--- config.mk ---
export PLATFORM = sky130hd
export DESIGN_NAME = cheshire_eoc_mailbox
export DESIGN_NICKNAME = d
export VERILOG_FILES = /design/src/rtl/cheshire_eoc_mailbox.sv
export SDC_FILE = /design/constraint.sdc
export NUM_CORES = 1
export LEC_CHECK = 0
export ABC_CLOCK_PERIOD_IN_PS = 9200
export BUFFER_PORTS_ARGS = -buffer_cell sky130_fd_sc_hd__buf_2
export CAP_MARGIN = 20
export CORE_UTILIZATION = 45
export CTS_CLUSTER_SIZE = 25
export DETAILED_ROUTE_END_ITERATION = 10
export HOLD_SLACK_MARGIN = 0.06
export PLACE_DENSITY = 0.69
export SYNTH_ARGS = -nofsm -noshare
export SYNTH_HDL_FRONTEND = slang
export SYNTH_SLANG_ARGS = --single-unit
--- constraint.sdc ---
create_clock -name clk_i -period 9.2 [get_ports clk_i]
set_clock_uncertainty 0.2 [all_clocks]
set_input_delay 0 -clock clk_i [delete_from_list [all_inputs] [get_ports clk_i]]
set_output_delay 0 -clock clk_i [all_outputs]
set_load 0.005 [all_outputs]
--- src/rtl/cheshire_eoc_mailbox.sv ---
// cheshire_eoc_mailbox
// End-of-computation mailbox for the simulation SoC fixture. Software writes
// its exit status to a small register window. The block turns that write into
// a one-shot eoc_valid/exit_code handshake for the testbench top. A cycle
// watchdog forces TimeoutCode if software never reports.
//
// Register window (word aligned):
//   0x0 EOC     (W)  bit0 = done, [31:1] = code; reads give the captured exit code
//   0x4 STATUS  (RO) bit0 = eoc_valid, bit1 = timeout, bits[3:2] = FSM state
//   0x8 TIMEOUT (RW) watchdog limit in cycles, 0 disables expiry
//   0xC CTRL    (RW) bit0 = wdog_en, bit1 = clear (self-clearing, reads 0)
//
// Optional feature, macro CHESHIRE_EOC_HEARTBEAT_EN:
//   When defined, a TIMEOUT write with bit31 = 1 is a heartbeat. In ARMED it
//   restarts the counter and leaves TIMEOUT unchanged. A write with bit31 = 0
//   loads TIMEOUT[30:0], and bit31 of TIMEOUT always reads 0.
//   When undefined, TIMEOUT is a plain 32-bit register.

module cheshire_eoc_mailbox #(
    parameter int unsigned AddrWidth   = 4,
    parameter int unsigned CntWidth    = 32,
    parameter logic [31:0] TimeoutCode = 32'hDEAD_0001
) (
    input  logic                 clk_i,
    input  logic                 rst_ni,
    input  logic                 req_valid_i,
    output logic                 req_ready_o,
    input  logic                 req_write_i,
    input  logic [AddrWidth-1:0] req_addr_i,
    input  logic [31:0]          req_wdata_i,
    output logic                 rsp_valid_o,
    output logic [31:0]          rsp_rdata_o,
    output logic                 rsp_error_o,
    output logic                 eoc_valid_o,
    input  logic                 eoc_ready_i,
    output logic [31:0]          exit_code_o,
    output logic                 timeout_o
);

    typedef enum logic [1:0] {
        IDLE  = 2'd0,
        ARMED = 2'd1,
        DONE  = 2'd2,
        ACKED = 2'd3
    } state_e;

    // Word index inside the window; any bit above the 16 B window decodes as error.
    localparam int unsigned IdxWidth = AddrWidth - 2;
    localparam logic [IdxWidth-1:0] IDX_EOC     = IdxWidth'(0);
    localparam logic [IdxWidth-1:0] IDX_STATUS  = IdxWidth'(1);
    localparam logic [IdxWidth-1:0] IDX_TIMEOUT = IdxWidth'(2);
    localparam logic [IdxWidth-1:0] IDX_CTRL    = IdxWidth'(3);

    localparam logic [CntWidth-1:0] CNT_ZERO = {CntWidth{1'b0}};
    localparam logic [CntWidth-1:0] CNT_ONES = {CntWidth{1'b1}};
    localparam logic [CntWidth-1:0] CNT_ONE  = CntWidth'(1);

    // Architectural state
    state_e                state_r;
    logic [31:0]           exit_code_r;
    logic                  timeout_flag_r;
    logic                  timeout_out_r;
    logic                  eoc_valid_r;
    logic [CntWidth-1:0]   wdog_cnt_r;
    logic [CntWidth-1:0]   timeout_lim_r;
    logic                  wdog_en_r;
    logic                  req_ready_r;

    // Response registers
    logic                  rsp_valid_r;
    logic [31:0]           rsp_rdata_r;
    logic                  rsp_error_r;

    // Decode and event signals
    logic                  xfer_s;
    logic [IdxWidth-1:0]   word_idx_s;
    logic [31:0]           status_s;
    logic [31:0]           rdata_s;
    logic                  dec_err_s;
    logic                  wr_eoc_s;
    logic                  wr_timeout_s;
    logic                  wr_ctrl_s;
    logic                  eoc_done_s;
    logic                  clear_s;
    logic                  arm_s;
    logic                  heartbeat_s;
    logic                  load_timeout_s;
    logic [CntWidth-1:0]   timeout_nxt_s;
    logic                  expire_s;
    logic [CntWidth-1:0]   cnt_inc_s;

    assign status_s = {28'h000_0000, state_r, timeout_flag_r, eoc_valid_r};

    // Address decode, read mux and per-register write strobes for an accepted request
    always_comb begin
        xfer_s       = req_valid_i && req_ready_r;
        word_idx_s   = req_addr_i[AddrWidth-1:2];
        rdata_s      = 32'h0000_0000;
        dec_err_s    = 1'b0;
        wr_eoc_s     = 1'b0;
        wr_timeout_s = 1'b0;
        wr_ctrl_s    = 1'b0;
        if (!xfer_s) begin
            dec_err_s = 1'b0;
        end else if (req_addr_i[1:0] != 2'b00) begin
            dec_err_s = 1'b1;
        end else begin
            case (word_idx_s)
                IDX_EOC: begin
                    if (req_write_i) begin
                        wr_eoc_s = 1'b1;
                    end else begin
                        rdata_s = exit_code_r;
                    end
                end
                IDX_STATUS: begin
                    if (req_write_i) begin
                        dec_err_s = 1'b1;
                    end else begin
                        rdata_s = status_s;
                    end
                end
                IDX_TIMEOUT: begin
                    if (req_write_i) begin
                        wr_timeout_s = 1'b1;
                    end else begin
                        rdata_s = 32'(timeout_lim_r);
                    end
                end
                IDX_CTRL: begin
                    if (req_write_i) begin
                        wr_ctrl_s = 1'b1;
                    end else begin
                        rdata_s = {31'h0000_0000, wdog_en_r};
                    end
                end
                default: begin
                    dec_err_s = 1'b1;
                end
            endcase
        end
    end

    // Derive FSM events from the write strobes and evaluate the watchdog
    always_comb begin
        eoc_done_s = wr_eoc_s && req_wdata_i[0];
        clear_s    = wr_ctrl_s && req_wdata_i[1];
        arm_s      = wr_ctrl_s && req_wdata_i[0];
`ifdef CHESHIRE_EOC_HEARTBEAT_EN
        heartbeat_s    = wr_timeout_s && req_wdata_i[31];
        load_timeout_s = wr_timeout_s && !req_wdata_i[31];
        timeout_nxt_s  = CntWidth'(req_wdata_i[30:0]);
`else
        heartbeat_s    = 1'b0;
        load_timeout_s = wr_timeout_s;
        timeout_nxt_s  = CntWidth'(req_wdata_i);
`endif
        // ">=" rather than "==" so a limit lowered below the running count expires next cycle
        expire_s = (state_r == ARMED) && (timeout_lim_r != CNT_ZERO) &&
                   (wdog_cnt_r >= (timeout_lim_r - CNT_ONE));
        if (wdog_cnt_r == CNT_ONES) begin
            cnt_inc_s = wdog_cnt_r;
        end else begin
            cnt_inc_s = wdog_cnt_r + CNT_ONE;
        end
    end

    // Mailbox FSM, watchdog counter, configuration registers and EOC handshake outputs
    always_ff @(posedge clk_i or negedge rst_ni) begin
        if (!rst_ni) begin
            state_r        <= IDLE;
            exit_code_r    <= 32'h0000_0000;
            timeout_flag_r <= 1'b0;
            timeout_out_r  <= 1'b0;
            eoc_valid_r    <= 1'b0;
            wdog_cnt_r     <= CNT_ZERO;
            timeout_lim_r  <= CNT_ZERO;
            wdog_en_r      <= 1'b0;
            req_ready_r    <= 1'b0;
        end else begin
            req_ready_r <= 1'b1;
            if (load_timeout_s) begin
                timeout_lim_r <= timeout_nxt_s;
            end
            if (wr_ctrl_s) begin
                wdog_en_r <= req_wdata_i[0];
            end
            if (clear_s) begin
                state_r        <= IDLE;
                exit_code_r    <= 32'h0000_0000;
                timeout_flag_r <= 1'b0;
                timeout_out_r  <= 1'b0;
                eoc_valid_r    <= 1'b0;
                wdog_cnt_r     <= CNT_ZERO;
            end else begin
                case (state_r)
                    IDLE: begin
                        if (eoc_done_s) begin
                            state_r        <= DONE;
                            exit_code_r    <= {1'b0, req_wdata_i[31:1]};
                            timeout_flag_r <= 1'b0;
                            timeout_out_r  <= 1'b0;
                            eoc_valid_r    <= 1'b1;
                        end else if (arm_s) begin
                            state_r    <= ARMED;
                            wdog_cnt_r <= CNT_ZERO;
                        end
                    end
                    ARMED: begin
                        // A software report beats a watchdog expiry in the same cycle
                        if (eoc_done_s) begin
                            state_r        <= DONE;
                            exit_code_r    <= {1'b0, req_wdata_i[31:1]};
                            timeout_flag_r <= 1'b0;
                            timeout_out_r  <= 1'b0;
                            eoc_valid_r    <= 1'b1;
                        end else if (heartbeat_s) begin
                            wdog_cnt_r <= CNT_ZERO;
                        end else if (expire_s) begin
                            state_r        <= DONE;
                            exit_code_r    <= TimeoutCode;
                            timeout_flag_r <= 1'b1;
                            timeout_out_r  <= 1'b1;
                            eoc_valid_r    <= 1'b1;
                        end else begin
                            wdog_cnt_r <= cnt_inc_s;
                        end
                    end
                    DONE: begin
                        if (eoc_ready_i) begin
                            state_r       <= ACKED;
                            eoc_valid_r   <= 1'b0;
                            timeout_out_r <= 1'b0;
                        end
                    end
                    ACKED: begin
                        state_r <= ACKED;
                    end
                    default: begin
                        state_r <= IDLE;
                    end
                endcase
            end
        end
    end

    // One-cycle response pulse carrying read data and decode status
    always_ff @(posedge clk_i or negedge rst_ni) begin
        if (!rst_ni) begin
            rsp_valid_r <= 1'b0;
            rsp_rdata_r <= 32'h0000_0000;
            rsp_error_r <= 1'b0;
        end else begin
            rsp_valid_r <= xfer_s;
            rsp_rdata_r <= rdata_s;
            rsp_error_r <= dec_err_s;
        end
    end

    assign req_ready_o = req_ready_r;
    assign rsp_valid_o = rsp_valid_r;
    assign rsp_rdata_o = rsp_rdata_r;
    assign rsp_error_o = rsp_error_r;
    assign eoc_valid_o = eoc_valid_r;
    assign exit_code_o = exit_code_r;
    assign timeout_o   = timeout_out_r;

endmodule

==> metrics.md, run 1 <==
| Metric | Value |
|---|---|
| Antenna Violating Nets Remaining | 0 |
| Starting DRT DRC Count | 448 |
| Port Buffers | roughly 110 |
| WL final | around 20000 um |
| VDD IR max | approximately 0.12 mV |
| Mapped Area | ~7300 um2 |
| Largest net degree at the start of global routing | 77 |
| Share of cells above drive strength 1 | roughly a quarter |
| Die Y | 130 um |
| Crit Path Max Fanout | 14 |
| # fillers | around 1400 |
| Yosys cell types | 55 |
| GRT overflow | 0 |
| Max Slew Vio Count | 0 |
| Initial antenna violation count | 0 |
| Die width | about 130 um |
| # resized after CTS | 0 |
| Prevailing post-synth register cell | dfrtp_1 |
| Syn nets | around 770 |
| Detailed-route via count | around 6100 |
| WL/cell | 19.0 um |
| Pwr Density | approximately 170 nW/um2 |
| Clk Latency, worst-skew pair | approximately 0.42 ns |
| Post-CTS Setup Repair Bufs | 0 |
| Post-synth EDFFs | 0 |
| Cts hold-fix bufs | 46 |
| Antenna fix cells | 0 |
| Max_cap viols | 0 |
| Setup CP Type | reg2reg |
| Most frequent cells in the layout | 136 x dfrtp_1, 108 x buf_2, 59 x nor2_1 |
| Layout area overhead | 23.5% |
| Syn Area/Cell | 10.6 um2 |
| DRC errors left | 0 |
| Hold_sp | req_wdata_i[9] |
| Setup TNS | 0 ns |
| Rows | between 40 and 50 |
| Worst r2r path cells | 17 |
| Worst hold-check path type | in2reg |
| Reg area | 3400 um2 |
| Overall global routing resource usage | between 20 and 30% |
| Relative slew slack | 25.9% |
| Final GP Congestion | 0.857 |
| Via density per instance | about 5.8 |
| Initial Util | between 40 and 50% |
| Reg2reg start | timeout_lim_r[4]$_DFFE_PN0P_ |
| I/O pin count | 110 |
| Final HPWL DP | approximately 14000 um |
| TritonCTS clock tree | built |
| RR Endpoint | wdog_cnt_r[13]$_DFFE_PN0P_ |
| Synthesized instance count | approximately 700 |
| TritonCTS Buffers | 17 |
| DIE AREA | around 17000 um2 |
| Yosys Warn Count | 0 |
| Period utilization | between 60% and 70% |
| Clock slew at reported path FFs | approximately 0.060 ns |
| Status | completed |
| Worst hold stages | 3 |
| Seq/Total Area, Yosys | 46.4% |
| Yosys top cell by area | dfrtp_1 |
| Least-Margin Pin Slew | ~1.1 ns |
| Hold Path End | exit_code_o[8]$_DFFE_PN0P_ |
| Final nets | ~900 |
| Leakage | 4.20 nW |
| FFs w/ async S/R, synth | 100% |
| Top cell type's share of synthesized area | a little under half |
| Synth area leaders | dfrtp_1 46%, ha_1 6.5%, mux2_2 4.9%, mux2i_1 4.6%, nor2_1 3.0% |
| Final hold viol count | 0 |
| First-pass GRT wire length | about 33000 um |
| CTS root buf | clkbuf_16 |
| CP required | a little over 9 ns |
| Commonest non-fill, non-tap cell in the layout | dfrtp_1 |
| Crit end category | flip-flop |
| CTS Buffer Depth | 2 |
| Setup-failing EPs final | 0 |
| Critical path arrival | about 6.5 ns |
| Power Total | approximately 1.5 mW |
| Clock sinks | ~140 |
| Reg-to-reg setup timing slack | 2.86 ns |
| Final worst path period need | between 6 and 7 ns |
| Area of the multi-input gates | 3720 um2 |
| First drt pass iteration count | 5 |
| RSZ-0062 raised after global routing | no |
| FF+latch count, synth | about 140 |
| H-tree depth | 4 |
| Core ar. | about 16000 um2 |
| Crit start category | flip-flop |
| Vias in the first global route | about 6200 |
| Max Fclk | approximately 160 MHz |
[critical path, cell delays in order, from the launching register on]
cell      delay, ns
dfrtp_1        0.41
or3_1          0.52
or4_4          0.47
or4_1          0.44
or3_4          0.36
or2_1          0.30
nand2b_4       0.19
nor4_4         0.15
xnor2_1        0.15
ha_1           0.27
nand4_1        0.17
nor3_1         0.08
a22oi_1        0.17
o211ai_1       0.15
a32oi_1        0.93
nand2_1        0.57
or4_1          0.63
nand2_1        0.10
[power breakdown]
| group | switching [mW] | internal [mW] |
|---|---|---|
| sequential | 0.0438 | 0.626 |
| clock | 0.268 | 0.372 |
| combinational | 0.105 | 0.103 |
| total | 0.417 | 1.10 |
[Yosys cell counts, drive strengths merged (2+ instances only)]
master / count
nand2b: 6
mux2: 32
and2: 5
inv: 11
o221a: 11
nor3b: 2
nand4: 18
or3: 3
a31o: 2
a21oi: 20
buf: 11
clkbuf: 24
nand3: 32
or4: 8
o31ai: 16
o21ai: 17
nor3: 19
nor4bb: 2
o211ai: 16
ha: 38
and3: 11
xnor2: 24
a22o: 21
or2: 9
mux2i: 34
dfrtp: 136
a211oi: 7
nand2: 50
o41ai: 6
nor4: 14
nor2b: 8
a31oi: 3
nor2: 59
o311ai: 3
xor2: 5
a21o: 5
[per-layer routing]
layer	vias up	share of wire [%]	global-route usage, %
li1	2875	-	-
met1	3064	45	34.3
met2	189	49	41.3
met3	21	5.0	5.53
met4	0	1.2	7.66
met5	-	0	0
[flip-flops by register name (all words and copies together) (netlist names)]
register	count
wdog_en_r	1
rsp_error_o	1
timeout_lim_r	32
wdog_cnt_r	32
rsp_valid_o	1
eoc_valid_o	1
state_r	2
timeout_o	1
rsp_rdata_o	32
exit_code_o	32
req_ready_o	1
[stage by stage]
step	cells	setup WS, ns	area, um2	hold WS, ns	utilization [%]
after floorplan	695	4.24	7340	-0.496	-
after global placement	989	3.15	8020	-0.125	50.5
after detailed placement	989	2.97	8020	-0.116	50.5
after CTS	1066	2.92	9050	0.132	57.0
after global routing	1067	2.51	9060	0.156	57.0
final	1067	2.86	9060	0.150	57.0
[cells by family after synthesis]
logic type / after synthesis / synth area share (%)
AOI/OAI and AO/OA: 130 / 13.1
xor gates and xnor gates: 29 / 3.46
adders and majority gates: 38 / 6.48
buffers and inverters: 46 / 2.90
DFF: 136 / 46.4
muxes: 67 / 9.86
other: 1 / 0.0511
and+or+nand+nor: 248 / 17.7
[worst max path at each step]
stage                            startpoint  cells after the start  slack [ns]                          to
2_1_floorplan  timeout_lim_r[4]$_DFFE_PN0P_                     20        4.24   wdog_cnt_r[2]$_DFFE_PN0P_
6_report       timeout_lim_r[4]$_DFFE_PN0P_                     17        2.86  wdog_cnt_r[13]$_DFFE_PN0P_
5_1_grt        timeout_lim_r[4]$_DFFE_PN0P_                     17        2.51  wdog_cnt_r[13]$_DFFE_PN0P_
4_1_cts        timeout_lim_r[4]$_DFFE_PN0P_                     17        2.92  wdog_cnt_r[13]$_DFFE_PN0P_
3_3_place_gp   timeout_lim_r[4]$_DFFE_PN0P_                     17        3.15  wdog_cnt_r[13]$_DFFE_PN0P_
3_5_place_dp   timeout_lim_r[4]$_DFFE_PN0P_                     17        2.97  wdog_cnt_r[13]$_DFFE_PN0P_
[area by class of cell]
cell class | count | area share (%)
multi-input cells | 513 | 41.1
clock buffers | 18 | 4.74
clock inverters | 13 | 1.34
inverters | 11 | 0.456
well taps | 216 | 2.98
flip-flops and latches | 136 | 37.6
repair buffers | 160 | 11.9
Power figures use the tool's default switching activity.
==> run 2: changes to the inputs <==
Settings changed: ABC_CLOCK_PERIOD_IN_PS 9200 to 5800, PLACE_DENSITY 0.69 to 0.72.
Clock period 9.2 ns to 5.8 ns, I/O delays scaled along.
==> metrics.md, run 2 (synthesis gave the netlist of run 1 again) <==
| Metric | Value |
|---|---|
| Power Total | around 2.6 mW |
| # fillers | roughly 1300 |
| WL final | approximately 19000 um |
| TritonCTS Buffers | 17 |
| Critical path arrival | around 5.6 ns |
| Final setup margin | around 0.36 ns |
| RSZ-0062 raised after global routing | no |
| Status | completed |
| First-pass GRT wire length | roughly 30000 um |
| Worst hold-check path type | in2reg |
| M1 wire length | roughly 8600 um |
| Largest net degree at the start of global routing | 73 |
| Worst setup path startpoint | timeout_lim_r[4]$_DFFE_PN0P_ |
| Pwr Density | between 200 and 300 nW/um2 |
| Clk Latency, worst-skew pair | 0.43 ns |
| Via density per instance | around 5.7 |
| DRC errors left | 0 |
| H-tree depth | 4 |
| Worst setup endpoint | wdog_cnt_r[13]$_DFFE_PN0P_ |
| CP required | 5.97 ns |
| # resized after CTS | 0 |
| CTS root buf | clkbuf_16 |
| Clock slew at reported path FFs | around 0.060 ns |
| Layout area overhead | 25.7% |
| I/O pin count | 110 |
| Power Internal | about 2.0 mW |
| Least-Margin Pin Slew | between 0.8 and 0.9 ns |
| Reg power frac | between 40% and 50% |
| Die Y | roughly 130 um |
| Max Slew Vio Count | 0 |
| Final nets | ~920 |
| WL/cell | 17.5 um |
| Reg-to-reg setup timing slack | between 0.3 and 0.4 ns |
| CTS Buffer Depth | 2 |
| Combinational power share | between 10% and 20% |
| TritonCTS clock tree | built |
| Worst hold stages | 3 |
| First drt pass iteration count | 6 |
| Die width | about 130 um |
| Overall global routing resource usage | around a quarter |
| Share of cells above drive strength 1 | 24.8% |
| RR Endpoint | wdog_cnt_r[13]$_DFFE_PN0P_ |
| Worst r2r path cells | 18 |
| Met2 routed WL | approximately 9000 um |
| Port Buffers | about 110 |
| Crit start category | flip-flop |
| Crit end category | flip-flop |
| Setup TNS | 0 ns |
| DIE AREA | approximately 17000 um2 |
| Post-CTS Setup Repair Bufs | 0 |
| Reg2reg start | timeout_lim_r[4]$_DFFE_PN0P_ |
| Initial antenna violation count | 0 |
| Clock sinks | 136 |
| Period utilization | a little over nine tenths |
| Starting DRT DRC Count | between 500 and 600 |
| Net Sw Frac | ~25% |
| Detailed-route via count | around 6000 |
| Relative slew slack | about 43% |
| Core ar. | between 15000 and 20000 um2 |
| Setup-failing EPs final | 0 |
| Initial Util | a little under half |
| Commonest non-fill, non-tap cell in the layout | dfrtp_1 |
| Clock power frac | ~47% |
| Pre-CTS setup slack | about 0.44 ns |
| Final hold viol count | 0 |
| Setup CP Type | reg2reg |
| Rows | 46 |
| Antenna Violating Nets Remaining | 0 |
| Met3 WL | just over 800 um |
| Most frequent cells in the layout | 136 x dfrtp_1, 108 x buf_2, 59 x nor2_1 |
| Antenna fix cells | 0 |
| Vias in the first global route | 5882 |
| GRT overflow | 0 |
| Max_cap viols | 0 |
| Final HPWL DP | roughly 13000 um |
| Switching Power | between 0.6 and 0.7 mW |
| Max Fclk | around 180 MHz |
| Crit Path Max Fanout | 14 |
| Final worst path period need | 5.44 ns |
| VDD IR max | approximately 0.21 mV |
| Top Layer Used | met4 |
| Leakage | ~4.3 nW |
| Final GP Congestion | approximately 0.87 |
==> run 2: worst min path at each step <==
stage                                   to            start
3_3_place_gp     rsp_rdata_o[28]$_DFF_PN0_           rst_ni
4_1_cts        exit_code_o[17]$_DFFE_PN0P_  req_wdata_i[18]
2_1_floorplan      eoc_valid_o$_DFFE_PN0P_           rst_ni
3_5_place_dp     rsp_rdata_o[28]$_DFF_PN0_           rst_ni
6_report        exit_code_o[1]$_DFFE_PN0P_   req_wdata_i[2]
5_1_grt         exit_code_o[1]$_DFFE_PN0P_   req_wdata_i[2]
==> run 2: what timing repair did <==
item | CTS | global route
hold buffers | 46 | 0
hold endpoints to repair | 148 | 0
endpoints found under the setup margin | 0 | 0
==> run 2: metal layers <==
layer | track usage, % | up-vias
met5 | 0 | -
met4 | 7.25 | 0
met3 | 5.00 | 26
met2 | 38.5 | 198
met1 | 32.1 | 2976
li1 | - | 2888
==> run 2: power groups by stage <==
stage	Sequential [mW]	Clock, mW	Combinational, mW
after global routing	1.07	1.30	0.359
after global placement	1.07	0	0.287
after CTS	1.06	1.25	0.319
final	1.06	1.24	0.317
after detailed placement	1.07	0	0.291
after floorplan	1.05	0	0.212
==> run 2: layout make-up <==
type	instances	area (um2)	share of cell area (%)
multi-input combinational	513	3720	40.4
inverter	11	41.3	0.448
clock inverter	15	250	2.71
timing repair buffer	164	1100	12.0
sequential	136	3400	36.9
tap	216	270	2.93
clock buffer	17	425	4.62
==> run 2: critical path, stage by stage (launching register included) <==
cell	delay [ns]
dfrtp_1	0.41
or3_1	0.50
or4_4	0.48
or4_1	0.45
or3_4	0.36
or2_1	0.30
nand2b_4	0.18
nor4_4	0.15
xnor2_1	0.15
ha_1	0.26
nand4_1	0.17
nor3_1	0.08
a22oi_1	0.17
o211ai_1	0.13
a32oi_1	0.21
buf_4	0.22
nand2_1	0.30
or4_1	0.56
nand2_1	0.08
==> run 2: through the flow <==
| stage | hold WS, ns | instances | util (%) | instance area [um2] |
|---|---|---|---|---|
| 2_1_floorplan | -0.496 | 695 | - | 7340 |
| 3_3_place_gp | -0.147 | 993 | 50.7 | 8050 |
| 3_5_place_dp | -0.148 | 993 | 50.7 | 8050 |
| 4_1_cts | 0.138 | 1071 | 57.9 | 9200 |
| 5_1_grt | 0.151 | 1072 | 58.0 | 9220 |
| 6_report | 0.154 | 1072 | 58.0 | 9220 |
==> run 3: changes to the inputs <==
==> constraint.sdc (replaced) <==
create_clock -name clk_i -period 5.8 [get_ports clk_i]
set_clock_uncertainty 0.2 [all_clocks]
set_input_delay 1.16 -clock clk_i [delete_from_list [all_inputs] [get_ports clk_i]]
set_output_delay 1.16 -clock clk_i [all_outputs]
set_load 0.005 [all_outputs]
==> metrics.md, run 3 (synthesis gave the netlist of run 1 again) <==
| Metric | Value |
|---|---|
| Status | completed |
| Dpl cells | about 1000 |
| Setup TNS | 0 ns |
| Largest net degree at the start of global routing | 100 |
| Max incr delay on CP | between 0.5 and 0.6 ns |
| RSZ-0062 raised after global routing | no |
| First drt pass iteration count | 5 |
| Initial Util | 46.2% |
| Setup-failing EPs final | 0 |
| Die width | ~130 um |
| Pwr Density | 291 nW/um2 |
| Clk Latency, worst-skew pair | between 0.4 and 0.5 ns |
| Area of the multi-input gates | ~3700 um2 |
| Pre-CTS setup slack | approximately 0.41 ns |
| Critical path arrival | between 5 and 6 ns |
| Initial antenna violation count | 0 |
| Post-Place Cell Area | ~8000 um2 |
| Final setup margin | roughly 0.39 ns |
| Max Fclk | around 180 MHz |
| Leakage | ~4.1 nW |
| Die Y | approximately 130 um |
| # fillers | around 1400 |
| Layout area overhead | 19.0% |
| Critical path's slowest cell | or4_1 |
| First-pass GRT wire length | 29200 um |
| Reg area | between 3000 and 4000 um2 |
| Fin cells | between 1000 and 1500 |
| TritonCTS clock tree | built |
| Worst hold-check path type | reg2reg |
| Clock slew at reported path FFs | 0.06 ns |
| Critical path, cell by cell | or3_1 > or4_4 > or4_1 > or3_4 > or2_1 > nand2b_4 > nor4_4 > xnor2_1 > ha_1 > nand4_1 > nor3_1 > a22oi_1 > o211ai_1 > a32oi_1 > buf_4 > nand2_1 > or4_1 > nand2_1 |
| CTS root buf | clkbuf_16 |
| Final worst path period need | 5.41 ns |
| DIE AREA | around 17000 um2 |
| Overall global routing resource usage | 22.8% |
| Antenna Violating Nets Remaining | 0 |
| Post-route design area | roughly 8700 um2 |
| Antenna fix cells | 0 |
| CTS Buffer Depth | 2 |
| CP required | between 5 and 6 ns |
| WL/cell | approximately 18 um |
| DRC errors left | 0 |
| Crit start category | flip-flop |
| Max_cap viols | 0 |
| Via density per instance | 5.82 |
| Detailed-route via count | approximately 6000 |
| Minimum hold slack | between 0.2 and 0.3 ns |
| Crit Path Max Fanout | 14 |
| Rows | 46 |
| Share of cells above drive strength 1 | roughly a quarter |
| H-tree depth | 4 |
| WL final | ~18000 um |
| Most frequent cells in the layout | 136 x dfrtp_1, 108 x buf_2, 59 x nor2_1 |
| Final nets | 878 |
| GRT overflow | 0 |
| Final hold viol count | 0 |
| Final GP Congestion | between 0.8 and 0.9 |
| Relative slew slack | approximately 38% |
| Setup CP Type | reg2reg |
| Crit end category | flip-flop |
| TritonCTS Buffers | 17 |
| Final HPWL DP | between 10000 and 15000 um |
| Commonest non-fill, non-tap cell in the layout | dfrtp_1 |
| Clock sinks | about 140 |
| Least-Margin Pin Slew | just over 0.9 ns |
| # resized after CTS | 0 |
| I/O pin count | 110 |
| Post-CTS Setup Repair Bufs | 0 |
| Port Buffers | about 110 |
| Cts hold-fix bufs | 0 |
| VDD IR max | about 0.23 mV |
| Core ar. | 15900 um2 |
| Period utilization | around 93% |
| Vias in the first global route | 5596 |
| Max Slew Vio Count | 0 |
| Starting DRT DRC Count | about 350 |
==> run 3: routing by layer <==
metal | up-vias | track usage, % | routed length, um
li1 | 2799 | - | -
met1 | 2906 | 30.3 | 8010
met2 | 239 | 36.0 | 8470
met3 | 36 | 5.04 | 1130
met4 | 0 | 9.71 | 519
met5 | - | 0 | 0
==> run 3: report_power, final <==
part	switching [mW]	total, mW	internal, mW
sequential	0.0665	1.06	0.993
clock	0.412	1.19	0.779
combinational	0.151	0.291	0.140
==> run 3: worst max-delay path: cells and delay by family (launching register included) <==
family / cells / cell delay [ns]
flip-flops: 1 / 0.41
buffers and inverters: 1 / 0.22
XOR/XNOR: 1 / 0.15
AO/OA/AOI/OAI: 3 / 0.51
AND/OR/NAND/NOR: 12 / 3.59
adder cells (fa/ha/maj): 1 / 0.26
==> run 3: metrics by stage <==
step	total power [mW]	util (%)
detailed placement	1.37	50.8
CTS	2.56	55.0
global placement	1.36	50.8
global route	2.64	55.0
finish	2.54	55.0
floorplan	1.26	-
==> run 3: final cells by class <==
cell class | instances | share of cell area (%)
Inverter | 11 | 0.473
Sequential cell | 136 | 39.0
Multi-Input combinational cell | 513 | 42.6
Tap cell | 216 | 3.10
Timing Repair Buffer | 120 | 7.27
Clock inverter | 9 | 1.85
Clock buffer | 23 | 5.70
==> run 3: final timing paths <==
| kind | start | endpoint | slack (ns) | depth (start not counted) |
|---|---|---|---|---|
| worst max-delay path | timeout_lim_r[4]$_DFFE_PN0P_ | wdog_cnt_r[13]$_DFFE_PN0P_ | 0.39 | 18 |
| worst min register to register | wdog_en_r$_DFFE_PN0P_ | wdog_en_r$_DFFE_PN0P_ | 0.29 | 1 |
| worst min-delay path | wdog_en_r$_DFFE_PN0P_ | wdog_en_r$_DFFE_PN0P_ | 0.29 | 1 |
| min in group asynchronous | rst_ni | wdog_cnt_r[20]$_DFFE_PN0P_ | 0.64 | 1 |
| max in group asynchronous | rst_ni | timeout_lim_r[5]$_DFFE_PN0P_ | 3.72 | 2 |
| worst max register to register | timeout_lim_r[4]$_DFFE_PN0P_ | wdog_cnt_r[13]$_DFFE_PN0P_ | 0.39 | 18 |
